File: config.mk
export PLATFORM = sky130hd
export DESIGN_NAME = stream_divider_flat
export DESIGN_NICKNAME = d
export VERILOG_FILES = /design/src/rtl/stream_divider_pkg.sv /design/src/rtl/stream_divider_if.sv /design/src/rtl/stream_divider_div_step.sv /design/src/rtl/stream_divider.sv /design/src/flat_wrapper.sv
export SDC_FILE = /design/constraint.sdc
export NUM_CORES = 1
export LEC_CHECK = 0
export CORE_MARGIN = 2
export CORE_UTILIZATION = 30
export CTS_CLUSTER_DIAMETER = 30
export CTS_CLUSTER_SIZE = 14
export DETAILED_ROUTE_END_ITERATION = 6
export DONT_BUFFER_PORTS = 1
export GPL_ROUTABILITY_DRIVEN = 0
export HOLD_SLACK_MARGIN = 0.08
export PLACE_DENSITY = 0.47
export RECOVER_POWER = 25
export REMOVE_ABC_BUFFERS = 1
export SYNTH_ARGS = -nofsm -noshare
export SYNTH_HDL_FRONTEND = slang
export SYNTH_HIERARCHICAL = 1
export SYNTH_SLANG_ARGS = --single-unit
File: constraint.sdc
create_clock -name clk -period 3.2 [get_ports clk]
set_clock_uncertainty 0.1 [all_clocks]
set_input_delay 0 -clock clk [delete_from_list [all_inputs] [get_ports clk]]
set_output_delay 0 -clock clk [all_outputs]
set_load 0.03 [all_outputs]
File: src/rtl/stream_divider_pkg.sv
// Shared types and constants for the stream divider: FSM state encoding,
// default operand widths and the step-counter width helper.
package stream_divider_pkg;

  localparam int DEF_DIVIDEND_W = 32;
  localparam int DEF_DIVISOR_W  = 16;

  typedef enum logic [1:0] {
    IDLE = 2'd0,
    BUSY = 2'd1,
    DONE = 2'd2
  } state_t;

  // One spare bit so the counter can hold DIVIDEND_W without wrapping.
  function automatic int cnt_width(input int w);
    return $clog2(w) + 1;
  endfunction

endpackage

File: src/rtl/stream_divider_if.sv
// Operand/result stream bundle for the divider: valid/ready on the input,
// valid-only on the output.
interface stream_divider_if #(
  parameter int DIVIDEND_W = 32,
  parameter int DIVISOR_W  = 16
);

  logic                  i_ready;
  logic                  i_valid;
  logic [DIVIDEND_W-1:0] i_payload_dividend;
  logic [DIVISOR_W-1:0]  i_payload_divisor;
  logic                  o_valid;
  logic [DIVIDEND_W-1:0] o_payload_quotient;
  logic [DIVISOR_W-1:0]  o_payload_remainder;
  logic                  o_payload_dbz;

  modport master (
    input  i_ready,
    output i_valid,
    output i_payload_dividend,
    output i_payload_divisor,
    input  o_valid,
    input  o_payload_quotient,
    input  o_payload_remainder,
    input  o_payload_dbz
  );

  modport slave (
    output i_ready,
    input  i_valid,
    input  i_payload_dividend,
    input  i_payload_divisor,
    output o_valid,
    output o_payload_quotient,
    output o_payload_remainder,
    output o_payload_dbz
  );

endinterface

File: src/rtl/stream_divider_div_step.sv
// One combinational restoring-division step: shift in the next dividend bit,
// trial-subtract the divisor and keep the difference when it did not borrow.
module div_step #(
  parameter int DIVISOR_W = 16
) (
  input  logic [DIVISOR_W:0]   rem,
  input  logic                 next_bit,
  input  logic [DIVISOR_W-1:0] divisor,
  output logic [DIVISOR_W:0]   rem_next,
  output logic                 quo_bit
);

  logic [DIVISOR_W:0]   shifted;
  logic [DIVISOR_W+1:0] trial;

  // A set rem MSB means the true shifted value exceeds any divisor, so the
  // subtraction is always valid then; the low bits of trial are still exact.
  always_comb begin
    shifted  = {rem[DIVISOR_W-1:0], next_bit};
    trial    = {1'b0, shifted} - {2'b00, divisor};
    quo_bit  = ~trial[DIVISOR_W+1] | rem[DIVISOR_W];
    rem_next = quo_bit ? trial[DIVISOR_W:0] : shifted;
  end

endmodule

File: src/rtl/stream_divider.sv
// Iterative unsigned divider: accepts a dividend/divisor pair, produces one
// quotient bit per cycle and emits quotient, remainder and divide-by-zero.
module stream_divider
  import stream_divider_pkg::*;
#(
  parameter int DIVIDEND_W = DEF_DIVIDEND_W,
  parameter int DIVISOR_W  = DEF_DIVISOR_W
) (
  input  logic             clk,
  input  logic             reset,
  stream_divider_if.slave  bus
);

  localparam int CNT_W = cnt_width(DIVIDEND_W);
  localparam logic [CNT_W-1:0] LAST_STEP = CNT_W'(DIVIDEND_W - 1);

  state_t                state;
  logic [CNT_W-1:0]      count;
  logic [DIVIDEND_W-1:0] quo_q;
  logic [DIVISOR_W:0]    rem_q;
  logic [DIVISOR_W-1:0]  divisor_q;
  logic                  dbz_q;

  logic                  valid_q;
  logic [DIVIDEND_W-1:0] quotient_q;
  logic [DIVISOR_W-1:0]  remainder_q;
  logic                  dbz_out_q;

  logic [DIVISOR_W:0]    rem_next;
  logic                  quo_bit;

  div_step #(.DIVISOR_W(DIVISOR_W)) u_step (
    .rem      (rem_q),
    .next_bit (quo_q[DIVIDEND_W-1]),
    .divisor  (divisor_q),
    .rem_next (rem_next),
    .quo_bit  (quo_bit)
  );

  always_ff @(posedge clk) begin
    if (reset) begin
      state       <= IDLE;
      count       <= '0;
      quo_q       <= '0;
      rem_q       <= '0;
      divisor_q   <= '0;
      dbz_q       <= 1'b0;
      valid_q     <= 1'b0;
      quotient_q  <= '0;
      remainder_q <= '0;
      dbz_out_q   <= 1'b0;
    end else begin
      case (state)
        IDLE: begin
          valid_q <= 1'b0;
          if (bus.i_valid) begin
            quo_q     <= bus.i_payload_dividend;
            divisor_q <= bus.i_payload_divisor;
            rem_q     <= '0;
            count     <= '0;
            dbz_q     <= (bus.i_payload_divisor == '0);
            state     <= BUSY;
          end
        end
        BUSY: begin
          quo_q <= {quo_q[DIVIDEND_W-2:0], quo_bit};
          rem_q <= rem_next;
          count <= count + 1'b1;
          // Result registers load on the last step so they change only on DONE entry.
          if (count == LAST_STEP) begin
            state       <= DONE;
            valid_q     <= 1'b1;
            quotient_q  <= {quo_q[DIVIDEND_W-2:0], quo_bit};
            remainder_q <= rem_next[DIVISOR_W-1:0];
            dbz_out_q   <= dbz_q;
          end
        end
        DONE: begin
          valid_q <= 1'b0;
          state   <= IDLE;
        end
        default: begin
          valid_q <= 1'b0;
          state   <= IDLE;
        end
      endcase
    end
  end

  assign bus.i_ready             = (state == IDLE);
  assign bus.o_valid             = valid_q;
  assign bus.o_payload_quotient  = quotient_q;
  assign bus.o_payload_remainder = remainder_q;
  assign bus.o_payload_dbz       = dbz_out_q;

endmodule

File: src/flat_wrapper.sv
// flat-port wrapper written by rule: the top's interface ports become plain ports
module stream_divider_flat import stream_divider_pkg::*;
#(
  parameter int DIVIDEND_W = DEF_DIVIDEND_W,
  parameter int DIVISOR_W  = DEF_DIVISOR_W
)
  (clk, reset, bus_i_ready, bus_i_valid, bus_i_payload_dividend, bus_i_payload_divisor, bus_o_valid, bus_o_payload_quotient, bus_o_payload_remainder, bus_o_payload_dbz);
  stream_divider_if #(.DIVIDEND_W(DIVIDEND_W), .DIVISOR_W(DIVISOR_W)) bus_i ();
  input  logic clk;
  input  logic reset;
  output wire logic [$bits(bus_i.i_ready)-1:0] bus_i_ready;
  input wire logic [$bits(bus_i.i_valid)-1:0] bus_i_valid;
  input wire logic [$bits(bus_i.i_payload_dividend)-1:0] bus_i_payload_dividend;
  input wire logic [$bits(bus_i.i_payload_divisor)-1:0] bus_i_payload_divisor;
  output wire logic [$bits(bus_i.o_valid)-1:0] bus_o_valid;
  output wire logic [$bits(bus_i.o_payload_quotient)-1:0] bus_o_payload_quotient;
  output wire logic [$bits(bus_i.o_payload_remainder)-1:0] bus_o_payload_remainder;
  output wire logic [$bits(bus_i.o_payload_dbz)-1:0] bus_o_payload_dbz;
  assign bus_i_ready = bus_i.i_ready;
  assign bus_i.i_valid = bus_i_valid;
  assign bus_i.i_payload_dividend = bus_i_payload_dividend;
  assign bus_i.i_payload_divisor = bus_i_payload_divisor;
  assign bus_o_valid = bus_i.o_valid;
  assign bus_o_payload_quotient = bus_i.o_payload_quotient;
  assign bus_o_payload_remainder = bus_i.o_payload_remainder;
  assign bus_o_payload_dbz = bus_i.o_payload_dbz;
  stream_divider #(.DIVIDEND_W(DIVIDEND_W), .DIVISOR_W(DIVISOR_W)) u_core (.clk(clk), .reset(reset), .bus(bus_i));
endmodule
# After elaboration in Yosys (flattened, before gate mapping)
# Cells that the tools add are included.
classes:
  n_reduce_logical: 8
  n_eq_ne: 4
  addsub: 2
  mux: 10
  bitwise: 3
op_table:
  columns: ["op", "count"]
  rows:
  - ["$pmux W32 S2", 1]
  - ["$mux W17", 2]
  - ["$pmux W17 S2", 1]
  - ["$mux W32", 1]
  - ["$sub A17 B16 Y18", 1]
  - ["$logic_not A16 Y1", 1]
  - ["$pmux W6 S2", 1]
  - ["$reduce_and A2 Y1", 4]
  - ["$add A6 B1 Y6 const B", 1]
  - ["$eq A6 B5 Y1 const B", 1]
  - ["$mux W6", 1]
  - ["$mux W2", 2]
  - ["$ne A2 B1 Y1 const B", 2]
  - ["$pmux W2 S2", 1]
  - ["$eq A2 B1 Y1 const B", 1]
  - ["$logic_not A2 Y1", 1]
  - ["$not A1 Y1", 2]
  - ["$reduce_bool A2 Y1", 1]
  - ["$reduce_or A2 Y1", 1]
  - ["$or A1 B1 Y1", 1]
totals:
  output_inout_bits: 51
  register_bits: 124
  elab_cells: 37
  input_bits: 51

# Depth between registers and ports, before layout
depth:
  depth_word: 5
  depth_mapped: 12
  ltp_nobuf: 11

# By module
# Netlist, hierarchy kept.
by_module_without_submodules:
  columns: ["mod", "cells_each", "n_inst", "area_per_inst_um2", "seq_area_each_um2"]
  rows:
  - ["stream_divider", 518, 1, 5016.1, 2482.4]
  - ["div_step", 152, 1, 1144.8, 0.0]

# Least setup slack after synthesis
# OpenSTA, ideal clock, no wires.
synth_timing:
  path_type: "flip-flop to flip-flop"
  from: "register u_core.divisor_q[1]"
  to: "register u_core.rem_q[15]"
  stages_incl_launch_ff: 12
  slack_ns: 0.577
  arrival_time_ns: 2.406
  setup_time_ns: 0.117
  synth_period_minus_slack_ns: 2.623
  path_buffers: 2
  required_ns: 2.983
  path_cell_list: "dfxtp_1 inv_1 ha_1 nor2b_4 o31ai_1 o21ai_1 o211a_4 nand2b_4 buf_6 buf_6 mux2_4 a22o_1"
synth_via:
  elab_chain_cells: 5
synth_rtl:
  columns: ["element", "line", "rtl"]
  rows:
  - ["from (decl)", "stream_divider.sv:21", "logic [DIVISOR_W-1:0] divisor_q;"]
  - ["from (signal assigned)", "stream_divider.sv:58", "divisor_q <= bus.i_payload_divisor;"]
  - ["$sub A17 B16 Y18", "stream_divider_div_step.sv:20", "trial = {1'b0, shifted} - {2'b00, divisor};"]
  - ["$not A1 Y1", "stream_divider_div_step.sv:21", "quo_bit = ~trial[DIVISOR_W+1] | rem[DIVISOR_W];"]
  - ["$or A1 B1 Y1", "stream_divider_div_step.sv:21", null]
  - ["net u_core.quo_bit", "stream_divider.sv:30", "logic quo_bit;"]
  - ["$mux W17", "stream_divider_div_step.sv:22", "rem_next = quo_bit ? trial[DIVISOR_W:0] : shifted;"]
  - ["net u_core.rem_next[15]", "stream_divider.sv:29", "logic [DIVISOR_W:0] rem_next;"]
  - ["$pmux W17 S2", "stream_divider.sv:53", "case (state)"]
  - ["to (signal assigned)", "stream_divider.sv:67", "rem_q <= rem_next;"]
  - ["to (decl)", "stream_divider.sv:20", "logic [DIVISOR_W:0] rem_q;"]
# The timed path passes the listed nets, and every way through them passes these cells.
# A chain may end at the register's enable or synchronous reset.

# Worst setup path in the final report
layout_timing:
  from: "register u_core.quo_q[31]"
  to: "register u_core.remainder_q[14], in the netlist u_core/bus.o_payload_remainder[14]"
layout_via:
  elab_chain_cells: 4
layout_rtl:
  columns: ["element", "line", "rtl"]
  rows:
  - ["from (decl)", "stream_divider.sv:19", "logic [DIVIDEND_W-1:0] quo_q;"]
  - ["from (signal assigned)", "stream_divider.sv:57", "quo_q <= bus.i_payload_dividend;"]
  - ["from (signal assigned)", "stream_divider.sv:66", "quo_q <= {quo_q[DIVIDEND_W-2:0], quo_bit};"]
  - ["$sub A17 B16 Y18 *", "stream_divider_div_step.sv:20", null]
  - ["$not A1 Y1", "stream_divider_div_step.sv:21", null]
  - ["$or A1 B1 Y1", "stream_divider_div_step.sv:21", null]
  - ["$mux W17 *", "stream_divider_div_step.sv:22", null]
  - ["net u_core.rem_next[14]", "stream_divider.sv:29", null]
  - ["to (signal assigned)", "stream_divider.sv:74", "remainder_q <= rem_next[DIVISOR_W-1:0];"]
  - ["to (decl)", "stream_divider.sv:26", "logic [DIVISOR_W-1:0] remainder_q;"]
# The timed path passes the listed nets; every way through them passes the cells marked *.

==> key figures <==
Worst setup path
  – CP delay by family, top: compound AO/OA/AOI/OAI gates
  – Library cell contributing the largest single delay on the critical path: sky130_fd_sc_hd__o21ai_0
  – Arrival time worst endpoint: 3.18 ns
  – Number of buffer and inverter instances along the worst setup path: 1
  – Worst reg2reg startpoint: u_core/quo_q[31]$_SDFFE_PP0P_
  – Capture instance of the worst register-to-register path: u_core/bus.o_payload_remainder[14]$_SDFFE_PP0P_
  – Worst reg2reg setup slack: 0.26 ns
  – Number of cell instances on the worst register-to-register path: 11
  – Highest net fanout along the worst path: 4
  – Critical setup path kind: reg -> reg
  – CP cell instances: inv_1 > ha_1 > fa_1 > nand2b_1 > o2bb2ai_1 > o21ai_0 > a21oi_1 > or3_1 > a31oi_1 > nand2b_1 > mux2i_1
  – Critical path startpoint: u_core/quo_q[31]$_SDFFE_PP0P_
  – Maximum single-stage delay on the critical path: between 0.4 and 0.5 ns
  – Endpoint type of the worst setup path: flop
  – Number of stages on the worst setup path: 11
  – Data required time at the worst endpoint: 3.44 ns
  – Crit path capture: u_core/bus.o_payload_remainder[14]$_SDFFE_PP0P_
  – Crit-path most repeated cell: sky130_fd_sc_hd__nand2b_1
  – Critical Path Source Type: flop

Die
  – Chip Height: approximately 150 um
  – Horizontal extent of the die: 147.3 um
  – Area enclosed by the die boundary: around 22,000 um^2
  – Area of the core: 20,170 um^2
  – Starting density of the core: 0.3055
  – Std-Cell Rows: 52
  – Top-Level Pins: 102

Clock tree
  – Cell at the root of the clock tree: sky130_fd_sc_hd__clkbuf_16
  – Sinks on the clock net: 124
  – Clock transition time at the flip-flop clock pins of the worst setup and hold paths: 0.06 ns
  – Number of buffers inserted for hold repair after clock tree synthesis: 61
  – TritonCTS clock tree: yes
  – Post-cts gate resize count: 0
  – H-tree levels: 4
  – Worst skew pair latency: 0.41 ns
  – Number of buffers between clock root and the deepest sink: 2
  – Post-CTS setup buffer count: 0
  – Inserted Clock Buffers: 17

Job
  – Reported max-cap violation count: 0

Drt
  – Post-detailed-route wirelength per cell: 16.18 um
  – Remaining routing DRC violations: 0
  – Initial drt markers: approximately 260
  – Residual antenna-violating net count after detailed routing: 0
  – Average vias per placed instance: 4.988
  – Total length of routed wires: roughly 16,000 um
  – Total iterations of the first detailed-routing run: 5
  – Routed vias: 4,978

Power
  – Maximum vdd drop: 0.4501 mV
  – Seq pwr share: 0.253
  – Internal: 0.004516 W
  – Combinational group share of total power: 0.462
  – Pwr Density: 944.6 nW/um^2
  – Part of the total power dissipated in the clock network: 0.285
  – Switching part of the total: 0.3728
  – Leakage power total: 2.775 nW
  – Net switching component of the power: 0.002684 W

Synth
  – Commonest register cell after synthesis: sky130_fd_sc_hd__dfxtp_1
  – Synthesis-stage register bit count: 124
  – Fraction of synthesized cell area taken by the top area cell type: 0.4029
  – Dominant cell type by area after synthesis: sky130_fd_sc_hd__dfxtp_1
  – Number of warnings reported in the yosys synthesis log: 6
  – Biggest area contributors in the synthesized netlist: sky130_fd_sc_hd__dfxtp_1 40%, sky130_fd_sc_hd__nand2b_1 10%, sky130_fd_sc_hd__mux2i_1 8.1%, sky130_fd_sc_hd__a21oi_1 4.1%, sky130_fd_sc_hd__ha_1 3.5%
  – Instance count of the mapped netlist: 670
  – Post-synthesis average cell area: 9.195 um^2
  – Total standard cell area after synthesis: 6161 um^2
  – Distinct cells, synth: between 60 and 70
  – Sequential share of the synthesized area: 0.4029
  – Proportion of register bits with asynchronous set or reset after synthesis: 0
  – Number of enable flip-flop cells after synthesis: 0

Global route
  – Wire length of the first global-routing pass: 25,990 um
  – Tot GR Track Use: 0.1503
  – Final global-route overflow total: 0
  – Maximum number of pins on one net before global-route repair: 157
  – Initial antenna violation count: 0
  – Via count of the first global-routing pass: 5,012

Place
  – DP HPWL: 10,350 um
  – Number of instances in the placed design: around 910
  – Post-Place Setup Slack: 0.2977 ns
  – Port Buffers: 0

Status
  – Status: complete, no violations

Finish
  – Most common library cell in the layout ignoring fill and taps: sky130_fd_sc_hd__dfxtp_1
  – Fraction of layout cells with a size suffix above 1: 0.1058
  – Post-synthesis to final-layout area growth: 23.72%
  – Ant. Diodes: 0
  – NumNets Final: 785
  – Most used cells in the layout excluding fill and tap cells: 124 x sky130_fd_sc_hd__dfxtp_1, 101 x sky130_fd_sc_hd__nand2b_1, 60 x sky130_fd_sc_hd__dlygate4sd3_1, 51 x sky130_fd_sc_hd__a21oi_1, 50 x sky130_fd_sc_hd__mux2i_1
  – Post-route non-filler standard cell count: 998

Timing
  – Slew margin rel.: 0.2952
  – Setup-violating endpoint count in the final report: 0
  – Final worst setup slack: 0.2565 ns
  – Hold Worst Slack: 0.1340 ns
  – Setup TNS: 0 ns
  – Final min period: 2.943 ns
  – Worst-Margin Slew: 1.056 ns
  – Timing-limited maximum frequency: 339.7 MHz
  – Unrepaired setup endpoints after global routing: no
  – Post-route fraction of the period consumed by the critical path: 0.9198
  – Total count of max-transition violations in the final report: 0
  – Final hold vios: 0

Hold path
  – Tightest Hold Check Type: in -> reg
layer usage:
layer  global-route usage  wire (um)
met1               0.1846       7337
met2               0.2493       7597
met3              0.05435       1029
met4              0.04135        182
met5                    0          0
state kept, by name (all words and copies together), names as in the netlist:
register / flops
u_core/state: 2
u_core/bus.o_valid: 1
u_core/quo_q: 32
u_core/bus.o_payload_dbz: 1
u_core/bus.o_payload_quotient: 32
u_core/rem_q: 17
u_core/bus.o_payload_remainder: 16
u_core/dbz_q: 1
u_core/divisor_q: 16
u_core/count: 6
power by group through the flow:
| stage | Clock (W) | Combinational, W | Sequential, W |
|---|---|---|---|
| final | 0.00205 | 0.00333 | 0.00182 |
| after global routing | 0.00218 | 0.00368 | 0.00184 |
| after CTS | 0.00212 | 0.00332 | 0.00182 |
| after detailed placement | 0 | 0.00321 | 0.00185 |
| after global placement | 0 | 0.00319 | 0.00185 |
| after floorplan | 0 | 0.00258 | 0.00181 |
worst min-delay path, stage by stage:
cell                       delay [ns]
sky130_fd_sc_hd__o21bai_2        0.29
sky130_fd_sc_hd__mux2i_1         0.26
sky130_fd_sc_hd__nor2_1          0.05
logic make-up (layout without fill, tap and decap cells):
group | after synthesis | count (layout) | share of synthesized area
AOI/OAI and AO/OA | 158 | 158 | 0.1832
adders and majority gates | 18 | 18 | 0.03777
buffers and inverters | 74 | 132 | 0.05341
and+or+nand+nor | 225 | 225 | 0.2059
xor gates and xnor gates | 10 | 10 | 0.01422
muxes | 61 | 61 | 0.1026
DFF | 124 | 124 | 0.4029
cell usage after synthesis, types with 14 or more instances:
library cell	n
sky130_fd_sc_hd__mux2i_1	50
sky130_fd_sc_hd__o21bai_1	17
sky130_fd_sc_hd__a22o_1	18
sky130_fd_sc_hd__nor2_1	24
sky130_fd_sc_hd__a21oi_1	51
sky130_fd_sc_hd__clkbuf_1	26
sky130_fd_sc_hd__dfxtp_1	124
sky130_fd_sc_hd__ha_1	17
sky130_fd_sc_hd__nand2b_1	101
sky130_fd_sc_hd__a211oi_1	14
sky130_fd_sc_hd__inv_1	32
sky130_fd_sc_hd__nand2_1	46
how the worst min path moves through the flow:
stage                            from                       endpoint  slack (ns)  depth (start not counted)
after detailed placement        reset  u_core/quo_q[14]$_SDFFE_PP0P_      -0.006                          1
final                     bus_i_valid   u_core/count[0]$_SDFFE_PP0P_        0.13                          3
after CTS                 bus_i_valid   u_core/count[0]$_SDFFE_PP0P_        0.13                          3
after global routing      bus_i_valid   u_core/quo_q[0]$_SDFFE_PP0P_        0.15                          2
after floorplan                 reset   u_core/count[3]$_SDFFE_PP0P_       -0.03                          1
after global placement          reset  u_core/quo_q[15]$_SDFFE_PP0P_       -0.01                          1
cell type report:
class                   count  area (um^2)
fillers                  2063        12550
multi-input cells         472         3361
flip-flops and latches    124         2482
repair buffers             69        700.7
clock buffers              18        429.2
well taps                 270        337.8
clock inverters            13        191.4
inverters                  32        120.1
stage by stage:
stage / utilization / cell area, um^2 / total power (W)
after global routing: 0.3779 / 7622 / 0.007695
final: 0.3779 / 7622 / 0.007200
after detailed placement: 0.3160 / 6374 / 0.005062
after CTS: 0.3779 / 7622 / 0.007260
after global placement: 0.3160 / 6374 / 0.005046
after floorplan: - / 5952 / 0.004393
No activity file was read; power rests on OpenSTA's default activity.
